### src/rtl/mem_arbiter_pkg.sv
// Shared types and defaults for the fetch/data memory arbiter.
// State encodings live here so the top and any tooling agree.
package mem_arbiter_pkg;

  localparam int STARVE_LIMIT_DEF = 4;

  typedef enum logic [1:0] {
    IDLE    = 2'd0,
    GRANT_D = 2'd1,
    GRANT_I = 2'd2
  } arb_state_e;

endpackage

### src/rtl/mem_arbiter.sv
// Two-requester memory arbiter: data port wins unless fetch is starving.
// One bus transaction at a time, always separated by an idle cycle.
module mem_arbiter
  import mem_arbiter_pkg::*;
#(
  parameter int ADDR_W       = 32,
  parameter int DATA_W       = 32,
  parameter int STARVE_LIMIT = STARVE_LIMIT_DEF
) (
  input  logic              clk,
  input  logic              rst_n,
  input  logic              if_req,
  input  logic [ADDR_W-1:0] if_addr,
  input  logic              mem_req,
  input  logic              mem_we,
  input  logic [ADDR_W-1:0] mem_addr,
  input  logic [DATA_W-1:0] mem_wdata,
  output logic              bus_req,
  output logic              bus_we,
  output logic [ADDR_W-1:0] bus_addr,
  output logic [DATA_W-1:0] bus_wdata,
  input  logic              bus_ready,
  input  logic [DATA_W-1:0] bus_rdata,
  output logic              if_done,
  output logic              mem_done,
  output logic [DATA_W-1:0] if_rdata,
  output logic [DATA_W-1:0] mem_rdata,
  output logic              stall_if,
  output logic              stall_mem
);

  localparam int CW = $clog2(STARVE_LIMIT + 1);
  localparam logic [CW-1:0] LIM = CW'(STARVE_LIMIT);

  arb_state_e        state_q, state_d;
  logic [CW-1:0]     starve_q, starve_d;
  logic              armed_q;
  logic              we_q, we_d;
  logic [ADDR_W-1:0] addr_q, addr_d;
  logic [DATA_W-1:0] wdata_q, wdata_d;
  logic [DATA_W-1:0] if_rdata_q, if_rdata_d;
  logic [DATA_W-1:0] mem_rdata_q, mem_rdata_d;
  logic              gnt_d, gnt_i;

  // armed_q keeps the first edge after reset release grant-free
  assign gnt_d = armed_q & mem_req
               & (~if_req | (starve_q < LIM));
  assign gnt_i = armed_q & if_req & ~gnt_d;

  always_comb begin
    state_d     = state_q;
    starve_d    = starve_q;
    we_d        = we_q;
    addr_d      = addr_q;
    wdata_d     = wdata_q;
    if_rdata_d  = if_rdata_q;
    mem_rdata_d = mem_rdata_q;
    unique case (state_q)
      IDLE: begin
        unique case (1'b1)
          gnt_d: begin
            state_d = GRANT_D;
            we_d    = mem_we;
            addr_d  = mem_addr;
            wdata_d = mem_wdata;
            if (if_req) starve_d = starve_q + CW'(1);
          end
          gnt_i: begin
            state_d  = GRANT_I;
            we_d     = 1'b0;
            addr_d   = if_addr;
            wdata_d  = '0;
            starve_d = '0;
          end
          default: ;
        endcase
      end
      GRANT_D: begin
        if (bus_ready) begin
          state_d = IDLE;
          if (!we_q) mem_rdata_d = bus_rdata;
        end
      end
      GRANT_I: begin
        if (bus_ready) begin
          state_d    = IDLE;
          if_rdata_d = bus_rdata;
        end
      end
      default: state_d = IDLE;
    endcase
  end

  always_ff @(posedge clk or negedge rst_n) begin
    if (!rst_n) begin
      state_q     <= IDLE;
      starve_q    <= '0;
      armed_q     <= 1'b0;
      we_q        <= 1'b0;
      addr_q      <= '0;
      wdata_q     <= '0;
      if_rdata_q  <= '0;
      mem_rdata_q <= '0;
    end else begin
      state_q     <= state_d;
      starve_q    <= starve_d;
      armed_q     <= 1'b1;
      we_q        <= we_d;
      addr_q      <= addr_d;
      wdata_q     <= wdata_d;
      if_rdata_q  <= if_rdata_d;
      mem_rdata_q <= mem_rdata_d;
    end
  end

  assign bus_req   = (state_q != IDLE);
  assign bus_we    = we_q;
  assign bus_addr  = addr_q;
  assign bus_wdata = wdata_q;

  assign if_done  = (state_q == GRANT_I) & bus_ready;
  assign mem_done = (state_q == GRANT_D) & bus_ready;

  // completion data is visible in the done cycle, then held
  assign if_rdata  = if_done ? bus_rdata : if_rdata_q;
  assign mem_rdata = (mem_done & ~we_q) ? bus_rdata : mem_rdata_q;

  assign stall_if  = if_req & ~if_done;
  assign stall_mem = mem_req & ~mem_done;

endmodule

### config.mk
export PLATFORM = sky130hd
export DESIGN_NAME = mem_arbiter
export DESIGN_NICKNAME = d
export VERILOG_FILES = /design/src/rtl/mem_arbiter_pkg.sv /design/src/rtl/mem_arbiter.sv
export SDC_FILE = /design/constraint.sdc
export NUM_CORES = 1
export LEC_CHECK = 0
export BUFFER_PORTS_ARGS = -buffer_cell sky130_fd_sc_hd__buf_2
export CORE_MARGIN = 2
export CORE_UTILIZATION = 40
export CTS_CLUSTER_SIZE = 28
export DETAILED_ROUTE_END_ITERATION = 16
export PLACE_DENSITY = 0.69
export SYNTH_ARGS = -nofsm -noshare
export SYNTH_HDL_FRONTEND = slang
export SYNTH_SLANG_ARGS = --single-unit
### constraint.sdc
create_clock -name clk -period 1.72 [get_ports clk]
set_input_delay 0 -clock clk [delete_from_list [all_inputs] [get_ports clk]]
set_output_delay 0 -clock clk [all_outputs]
set_load 0.01 [all_outputs]
# [After elaboration in Yosys (flattened, before gate mapping)]
# Index checks and enable logic that the tools add are counted.
[word_totals] inputBits=134 word_cells=49 regBits=135
[op_classes] bitwise_logic=15 addsub=1 n_reduce_logical=9 n_eq_ne=5 muxes=10 order_cmp=1
[ops] op="$pmux W32 S2" count=2
[ops] op="$mux W32" count=2
[ops] op="$and A1 B1 Y1" count=9
[ops] op="$pmux W2 S2" count=2
[ops] op="$pmux W3 S2" count=1
[ops] op="$reduce_and A2 Y1" count=3
[ops] op="$reduce_and A3 Y1" count=2
[ops] op="$not A1 Y1" count=5
[ops] op="$reduce_bool A2 Y1" count=2
[ops] op="$add A3 B1 Y3 const B" count=1
[ops] op="$lt A3 B3 Y1 const B" count=1
[ops] op="$mux W3" count=1
[ops] op="$ne A3 B3 Y1 const B" count=1
[ops] op="$eq A2 B1 Y1 const B" count=1
[ops] op="$eq A2 B2 Y1 const B" count=1
[ops] op="$logic_not A2 Y1" count=1
[ops] op="$mux W2" count=1
[ops] op="$ne A2 B1 Y1 const B" count=1
[ops] op="$ne A2 B2 Y1 const B" count=1
[ops] op="$pmux W1 S2" count=1
[ops] op="$reduce_or A2 Y1" count=1
[ops] op="$or A1 B1 Y1" count=1

# [Logic depth before layout (Yosys ltp)]
# Gate-level depths: netlist of the first run.
[logic_depth] ltp_word=7 ltp_mapped=7

# [Least setup slack after synthesis of the first run]
# OpenSTA, ideal clock, no wires.
[synth_path] path_kind="register to register" from="register state_q[1]" to="register mem_rdata_q[31]" t_arrival_ns=1.501 path_stages_with_launch=8 t_required_ns=1.587 setup_ns=0.133 setup_slack_ns=0.085 n_path_buf=2 cell_sequence="dfrtp_1 inv_1 ha_1 and2_2 nand2b_1 buf_6 buf_6 mux2_4"
[synth_between] elab_chain_cells=2
[synth_rtl] item="start, declared" line_no="mem_arbiter.sv:35" rtl="arb_state_e state_q, state_d;"
[synth_rtl] item="start signal, assigned" line_no="mem_arbiter.sv:105" rtl="state_q <= state_d;"
[synth_rtl] item="$eq A2 B1 Y1" line_no="mem_arbiter.sv:58" rtl="unique case (state_q)"
[synth_rtl] item="$reduce_and A3 Y1 (no line)"
[synth_rtl] item="end signal, assigned" line_no="mem_arbiter.sv:112" rtl="mem_rdata_q <= mem_rdata_d;"
[synth_rtl] item="end, declared" line_no="mem_arbiter.sv:42" rtl="logic [DATA_W-1:0] mem_rdata_q, mem_rdata_d;"
# No other way between the ends.
# A chain may end at the register's enable or synchronous reset.

# [Worst setup path after layout of the first run]
[layout_path] from="register state_q[1]" to="output mem_rdata[27]"
[layout_between] elab_chain_cells=4
[layout_rtl] item="$eq A2 B1 Y1" line_no="mem_arbiter.sv:122" rtl="assign mem_done = (state_q == GRANT_D) & bus_ready;"
[layout_rtl] item="$and A1 B1 Y1" line_no="mem_arbiter.sv:122"
[layout_rtl] item="$and A1 B1 Y1" line_no="mem_arbiter.sv:126" rtl="assign mem_rdata = (mem_done & ~we_q) ? bus_rdata : mem_rdata_q;"
[layout_rtl] item="$mux W32" line_no="mem_arbiter.sv:126"
[layout_rtl] item="end, declared" line_no="mem_arbiter.sv:27" rtl="output logic [DATA_W-1:0] mem_rdata,"
# No other way between the ends.

==> impl_metrics.json, run 1 <==
{
  "status": "complete, but fails checks",
  "dieArea_sq_um": 16400,
  "slew_violations": 0,
  "postLayoutSetupSlackWorst_ns": -0.266,
  "placement_rows": 45,
  "postSynthRegisterBits": 135,
  "cell_pwr_density_nw_per_um2": 1750,
  "htree_num_levels": 4,
  "drt.antenna.violating_nets": 0,
  "seq_power_share_pct": 30.2,
  "fin_nets": 1027,
  "met3WireLength_um": 1300,
  "place.gp.congestion": 0.764,
  "critical_path_required_ns": 1.72,
  "worst_pin_slew_ns": 0.576,
  "maxUsedRoutingLayer": "met4",
  "initial_utilization_pct": 40.7,
  "combPwrFrac_pct": 47.6,
  "layout.cells.most_common": "buf_2",
  "vias": 5755,
  "grt_max_degree": 68,
  "grt_setup_unrepaired": "yes",
  "hpwl_um": 11100,
  "seq_area_sq_um": 3380,
  "cts_buffer_depth": 2,
  "synth.avg_cell_area_sq_um": 13.2,
  "worstSetupStartpoint": "state_q[1]",
  "clock.fmax_mhz": 504,
  "startpoint_type": "register",
  "finalWirelength_um": 21500,
  "fin_crit_sh_pct": 115,
  "m1_wire_length_um": 8080,
  "cts_tree": "yes",
  "crit_chain": "inv_2, ha_4, and2_4, nand2b_4, buf_4, buf_8, mux2_4, buf_6",
  "leakage_nw": 5.25,
  "synth_sequential_area_ratio_pct": 55.0,
  "cts_buffer_count": 17,
  "routed_via_count_divided_by_cell_count": 5.27,
  "drt-pass1-iter-count": 4,
  "period_minus_slack_ns": 1.99,
  "remaining_drc_errors": 0,
  "syn2layout_area_growth_pct": 69.8,
  "crit_end": "mem_rdata[27]",
  "netlist_area_sq_um": 6150,
  "failing_checks": "setup timing",
  "finClkSkew_ns": 0.00881,
  "worst_setup_hold_path_clk_slew_ns": 0.06,
  "worst_reg2reg_endpoint": "mem_rdata_q[0]",
  "mostFrequentLayoutCells": "buf_2 (222), dfrtp_1 (134), dlygate4sd3_1 (130)",
  "maxCapViolations": 0,
  "post_route_cells_drive_above_1_share_pct": 50.0,
  "hold_path_class": "in2reg",
  "multi_input_area_sq_um": 2640,
  "total_switching_power_mw": 6.01,
  "ff2ff_setup_slack_ns": -0.13,
  "die-width_um": 128,
  "crit_fanout": 5,
  "finish.instance_area_sq_um": 10400,
  "wire_length_of_the_first_global_routing_pass_um": 31400,
  "crit_type": "reg2out",
  "met2_wl_post_dr_um": 11100,
  "hold_viol_final": 0,
  "routed_wire_length_per_instance_um": 19.7,
  "place_area_sq_um": 7670,
  "cts_root_buffer": "clkbuf_16",
  "crit_path_top_delay_cell": "dfrtp_1",
  "placement.io_buffers": 267,
  "synth_cell_type_count": 30,
  "clockPowerShare_pct": 22.2,
  "cellInternalPower_mw": 12.2,
  "tritoncts_num_sinks": 135,
  "grt_use_total_pct": 24.7,
  "ys.warnings.count": 0,
  "timing.critical_path.slowest_cell_delay_ns": 0.40,
  "setup_viol_count_final": 71,
  "worst_ep_arrival_time_ns": 1.99,
  "vdd_drop_max_mv": 0.775,
  "net_count_after_synthesis": 605,
  "netlist.area_leader.share_pct": 55.0,
  "timing.reg2reg.worst_path_depth": 8,
  "drtIter0Drc": 373,
  "grt_antenna_before_repair": 1,
  "overflow": 0,
  "synthesis.instances": 467,
  "sw_frac_of_total_pct": 32.9,
  "layout.filler_cells": 1008,
  "worstSetupEndpointType": "output port",
  "vias_in_the_first_global_route": 6123,
  "synth.area.top_cells": "dfrtp_1 (55%), mux2_4 (15%), mux2_2 (6.6%)",
  "slew_headroom_pct": 61.6,
  "worstReg2RegStart": "state_q[0]",
  "post-place-ws_ns": 0.00644,
  "clock_insertion_delay_worst_skew_ns": 0.41,
  "io_pins": 268,
  "die_height_um": 128,
  "floorplan.core_area_sq_um": 15100,
  "post-synth-top-area-cell": "dfrtp_1"
}
## cell usage after synthesis
master,count
mux2_4,60
o2111ai_1,1
clkbuf_1,3
nor2_1,33
and2_1,2
o21ai_0,34
a31oi_1,32
buf_6,13
nand2_1,5
and2b_2,1
a32oi_1,1
nand3_1,34
nor2b_1,1
ha_1,4
inv_1,4
dfrtp_1,135
a22o_1,34
o211a_1,1
o22ai_1,1
o211ai_1,1
o211ai_2,1
and2_2,1
and4_1,1
buf_2,15
clkbuf_2,2
conb_1,1
o21a_1,1
mux2_2,36
buf_4,6
nand2b_1,3
## worst min path at each step
stage / from / endpoint / slack, ns / cells after the start
after floorplan: rst_n / armed_q / -0.30 / 0
after global placement: rst_n / mem_rdata_q[31] / -0.04 / 1
after detailed placement: rst_n / if_rdata_q[31] / -0.03 / 1
after CTS: bus_ready / state_q[1] / 0.02 / 3
after global routing: bus_ready / state_q[1] / 0.07 / 3
final: bus_ready / state_q[1] / 0.08 / 3
## power by group through the flow
stage                     Combinational (mW)  Clock, mW  Sequential [mW]
after CTS                               7.87       4.11             5.42
after global routing                    9.18       4.26             5.66
after floorplan                         3.92          0             5.61
final                                   8.69       4.06             5.51
after global placement                  6.45          0             5.38
after detailed placement                6.62          0             5.43
## registers in the layout, summed over array words and instances, names as in the netlist
name / cells
bus_addr: 32
bus_wdata: 32
if_rdata_q: 32
mem_rdata_q: 32
starve_q: 3
state_q: 2
armed_q: 1
bus_we: 1
## per-stage QoR
| step | power, mW | TNS, ns | utilization (%) | instances | hold WS [ns] |
|---|---|---|---|---|---|
| floorplan | 9.53 | 0 | - | 467 | -0.296 |
| global placement | 11.8 | 0 | 50.8 | 900 | -0.0380 |
| detailed placement | 12.0 | 0 | 50.8 | 900 | -0.0266 |
| CTS | 17.4 | -15.38 | 67.1 | 1081 | 0.0161 |
| global route | 19.1 | -18.17 | 69.2 | 1091 | 0.0668 |
| finish | 18.3 | -13.87 | 69.2 | 1091 | 0.0759 |
## area by class of cell
| type | instances | area share (%) |
|---|---|---|
| Timing Repair Buffer | 442 | 33.7 |
| Inverter | 4 | 0.144 |
| Multi-Input combinational cell | 289 | 25.3 |
| Antenna cell | 1 | 0.0240 |
| Clock inverter | 14 | 2.13 |
| Clock buffer | 18 | 4.11 |
| Sequential cell | 135 | 32.4 |
| Tap cell | 188 | 2.25 |
## routing by layer
| metal | global-route usage (%) | up-vias |
|---|---|---|
| met5 | 0 | - |
| met4 | 12.9 | 0 |
| met3 | 6.51 | 80 |
| met2 | 43.3 | 296 |
| met1 | 27.6 | 2830 |
| li1 | - | 2549 |
## logic make-up after synthesis
group	synth area share, %
DFF	55.0
muxes	21.3
and+or+nand+nor	6.11
buffers and inverters	4.93
AOI/OAI and AO/OA	11.9
other	0.0610
adders and majority gates	0.814
## critical path: cells and delay by family, from the launching register on
kind	cells	cell delay, ns
buffers and inverters	4	0.49
DFF	1	0.40
adders and majority gates	1	0.12
muxes	1	0.31
and+or+nand+nor	2	0.25
## repair_timing
item / in CTS / in global routing
setup endpoints to repair: 66 / 95
buffers inserted: 15 / 8
hold buffers: 130 / 0
gates resized for setup: 55 / 54
pin swaps: 2 / 1
cloned: 4 / 4
hold endpoints to repair: 261 / 0
Note: power is estimated with default switching activity, not from simulation.
==> inputs of run 2 (changes only) <==
TNS_END_PERCENT = 30   (was default)
==> impl_metrics.json, run 2 (same netlist as run 1, synthesis figures left out) <==
{
  "slew_headroom_pct": 61.3,
  "hold_viol_final": 0,
  "clock_insertion_delay_worst_skew_ns": 0.42,
  "routed_wire_length_per_instance_um": 19.9,
  "placement_rows": 45,
  "io_pins": 268,
  "cts_tree": "yes",
  "ff2ff_setup_slack_ns": 0,
  "failing_checks": "setup timing",
  "vias": 5769,
  "htree_num_levels": 4,
  "drtIter0Drc": 306,
  "worstSetupStartpoint": "state_q[1]",
  "grt_antenna_before_repair": 1,
  "floorplan.core_area_sq_um": 15100,
  "min_path_cells": 3,
  "initial_utilization_pct": 40.7,
  "status": "complete, but fails checks",
  "mostFrequentLayoutCells": "buf_2 (225), dfrtp_1 (134), dlygate4sd3_1 (130)",
  "timing.reg2reg.worst_path_depth": 8,
  "remaining_drc_errors": 0,
  "setup_viol_count_final": 65,
  "crit_fanout": 5,
  "grt_setup_unrepaired": "yes",
  "place_area_sq_um": 7670,
  "routed_via_count_divided_by_cell_count": 5.30,
  "finalWirelength_um": 21600,
  "post_route_cells_drive_above_1_share_pct": 49.8,
  "cts_buffer_depth": 2,
  "worst_reg2reg_endpoint": "mem_rdata_q[27]",
  "grt_use_total_pct": 24.5,
  "worstHoldEndpoint": "state_q[1]",
  "leakage_nw": 5.24,
  "drt.antenna.violating_nets": 0,
  "hold_path_class": "in2reg",
  "cell_pwr_density_nw_per_um2": 1750,
  "worst_setup_hold_path_clk_slew_ns": 0.06,
  "hpwl_um": 11100,
  "maxCapViolations": 0,
  "cts_root_buffer": "clkbuf_16",
  "worstSetupEndpointType": "output port",
  "startpoint_type": "register",
  "finish.instance_area_sq_um": 10400,
  "grt_max_degree": 68,
  "die_height_um": 128,
  "crit_type": "reg2out",
  "fin_total_pwr_mw": 18.3,
  "finClkSkew_ns": 0.0128,
  "syn2layout_area_growth_pct": 69.8,
  "placement.io_buffers": 267,
  "dieArea_sq_um": 16400,
  "period_minus_slack_ns": 1.99,
  "worst_pin_slew_ns": 0.580,
  "fin_crit_sh_pct": 116,
  "layout.cells.most_common": "buf_2",
  "worstReg2RegStart": "state_q[1]",
  "critical_path_required_ns": 1.72,
  "slew_violations": 0,
  "fin_tns_setup_ns": -14.09,
  "vias_in_the_first_global_route": 6079,
  "drt-pass1-iter-count": 5,
  "worst_ep_arrival_time_ns": 1.99,
  "fin_nets": 1024,
  "overflow": 0,
  "place.gp.congestion": 0.764,
  "timing.hold.worst.start": "bus_ready",
  "cts_buffer_count": 17,
  "tritoncts_num_sinks": 135,
  "postLayoutSetupSlackWorst_ns": -0.271,
  "vdd_drop_max_mv": 0.755,
  "wire_length_of_the_first_global_routing_pass_um": 31200,
  "die-width_um": 128,
  "layout.filler_cells": 1005,
  "clock.fmax_mhz": 502
}
-- run 2: repair_timing --
item | in CTS | in global routing
setup endpoints to repair | 66 | 88
hold endpoints to repair | 261 | 0
pin swaps | 2 | 1
hold buffers | 130 | 0
resized for setup | 53 | 50
buffers inserted | 14 | 4
gates cloned | 4 | 3
-- run 2: worst max-delay path by stage --
stage	end	slack, ns	depth (start not counted)
after floorplan	mem_rdata_q[31]	0.09	7
after global placement	mem_rdata_q[1]	0.09	6
after detailed placement	mem_rdata_q[0]	0.006	6
after CTS	mem_rdata[7]	-0.27	8
after global routing	mem_rdata[23]	-0.35	8
final	mem_rdata[11]	-0.27	8
-- run 2: through the flow --
step / hold WS [ns] / worst slack [ns] / util, % / instances
after floorplan: -0.296 / 0.0855 / - / 467
after global placement: -0.0380 / 0.0890 / 50.8 / 900
after detailed placement: -0.0266 / 0.00644 / 50.8 / 900
after CTS: 0.0161 / -0.274 / 67.0 / 1080
after global routing: 0.0667 / -0.345 / 69.2 / 1088
final: 0.0732 / -0.271 / 69.2 / 1088
-- run 2: worst max-delay path: stages (launching register included) --
cell	delay, ns
dfrtp_1	0.40
inv_2	0.09
ha_4	0.12
and2_4	0.15
nand2b_4	0.10
buf_12	0.15
clkbuf_16	0.15
mux2_4	0.30
buf_6	0.12
-- run 2: final cells by class --
| cell class | count | area, sq um | share of cell area, % |
|---|---|---|---|
| Clock buffer | 18 | 429 | 4.11 |
| Clock inverter | 14 | 223 | 2.13 |
| Tap cell | 188 | 235 | 2.25 |
| Sequential cell | 135 | 3380 | 32.4 |
| Timing Repair Buffer | 439 | 3520 | 33.8 |
| Inverter | 4 | 15.0 | 0.144 |
| Multi-Input combinational cell | 289 | 2630 | 25.2 |
| Antenna cell | 1 | 2.50 | 0.0240 |
-- run 2: metal layers --
metal  track usage [%]  up-vias  wire length (um)
li1                  -     2543                 -
met1              27.8     2823              7980
met2              42.7      322             11300
met3              6.51       81              1390
met4              12.5        0               963
met5                 0        -                 0
-- run 2: power by group --
group	total [mW]	switching, mW	leakage [nW]	internal (mW)
clock	4.04	1.44	0.317	2.59
sequential	5.52	0.843	1.62	4.68
combinational	8.70	3.73	3.31	4.97
total	18.3	6.02	5.24	12.2
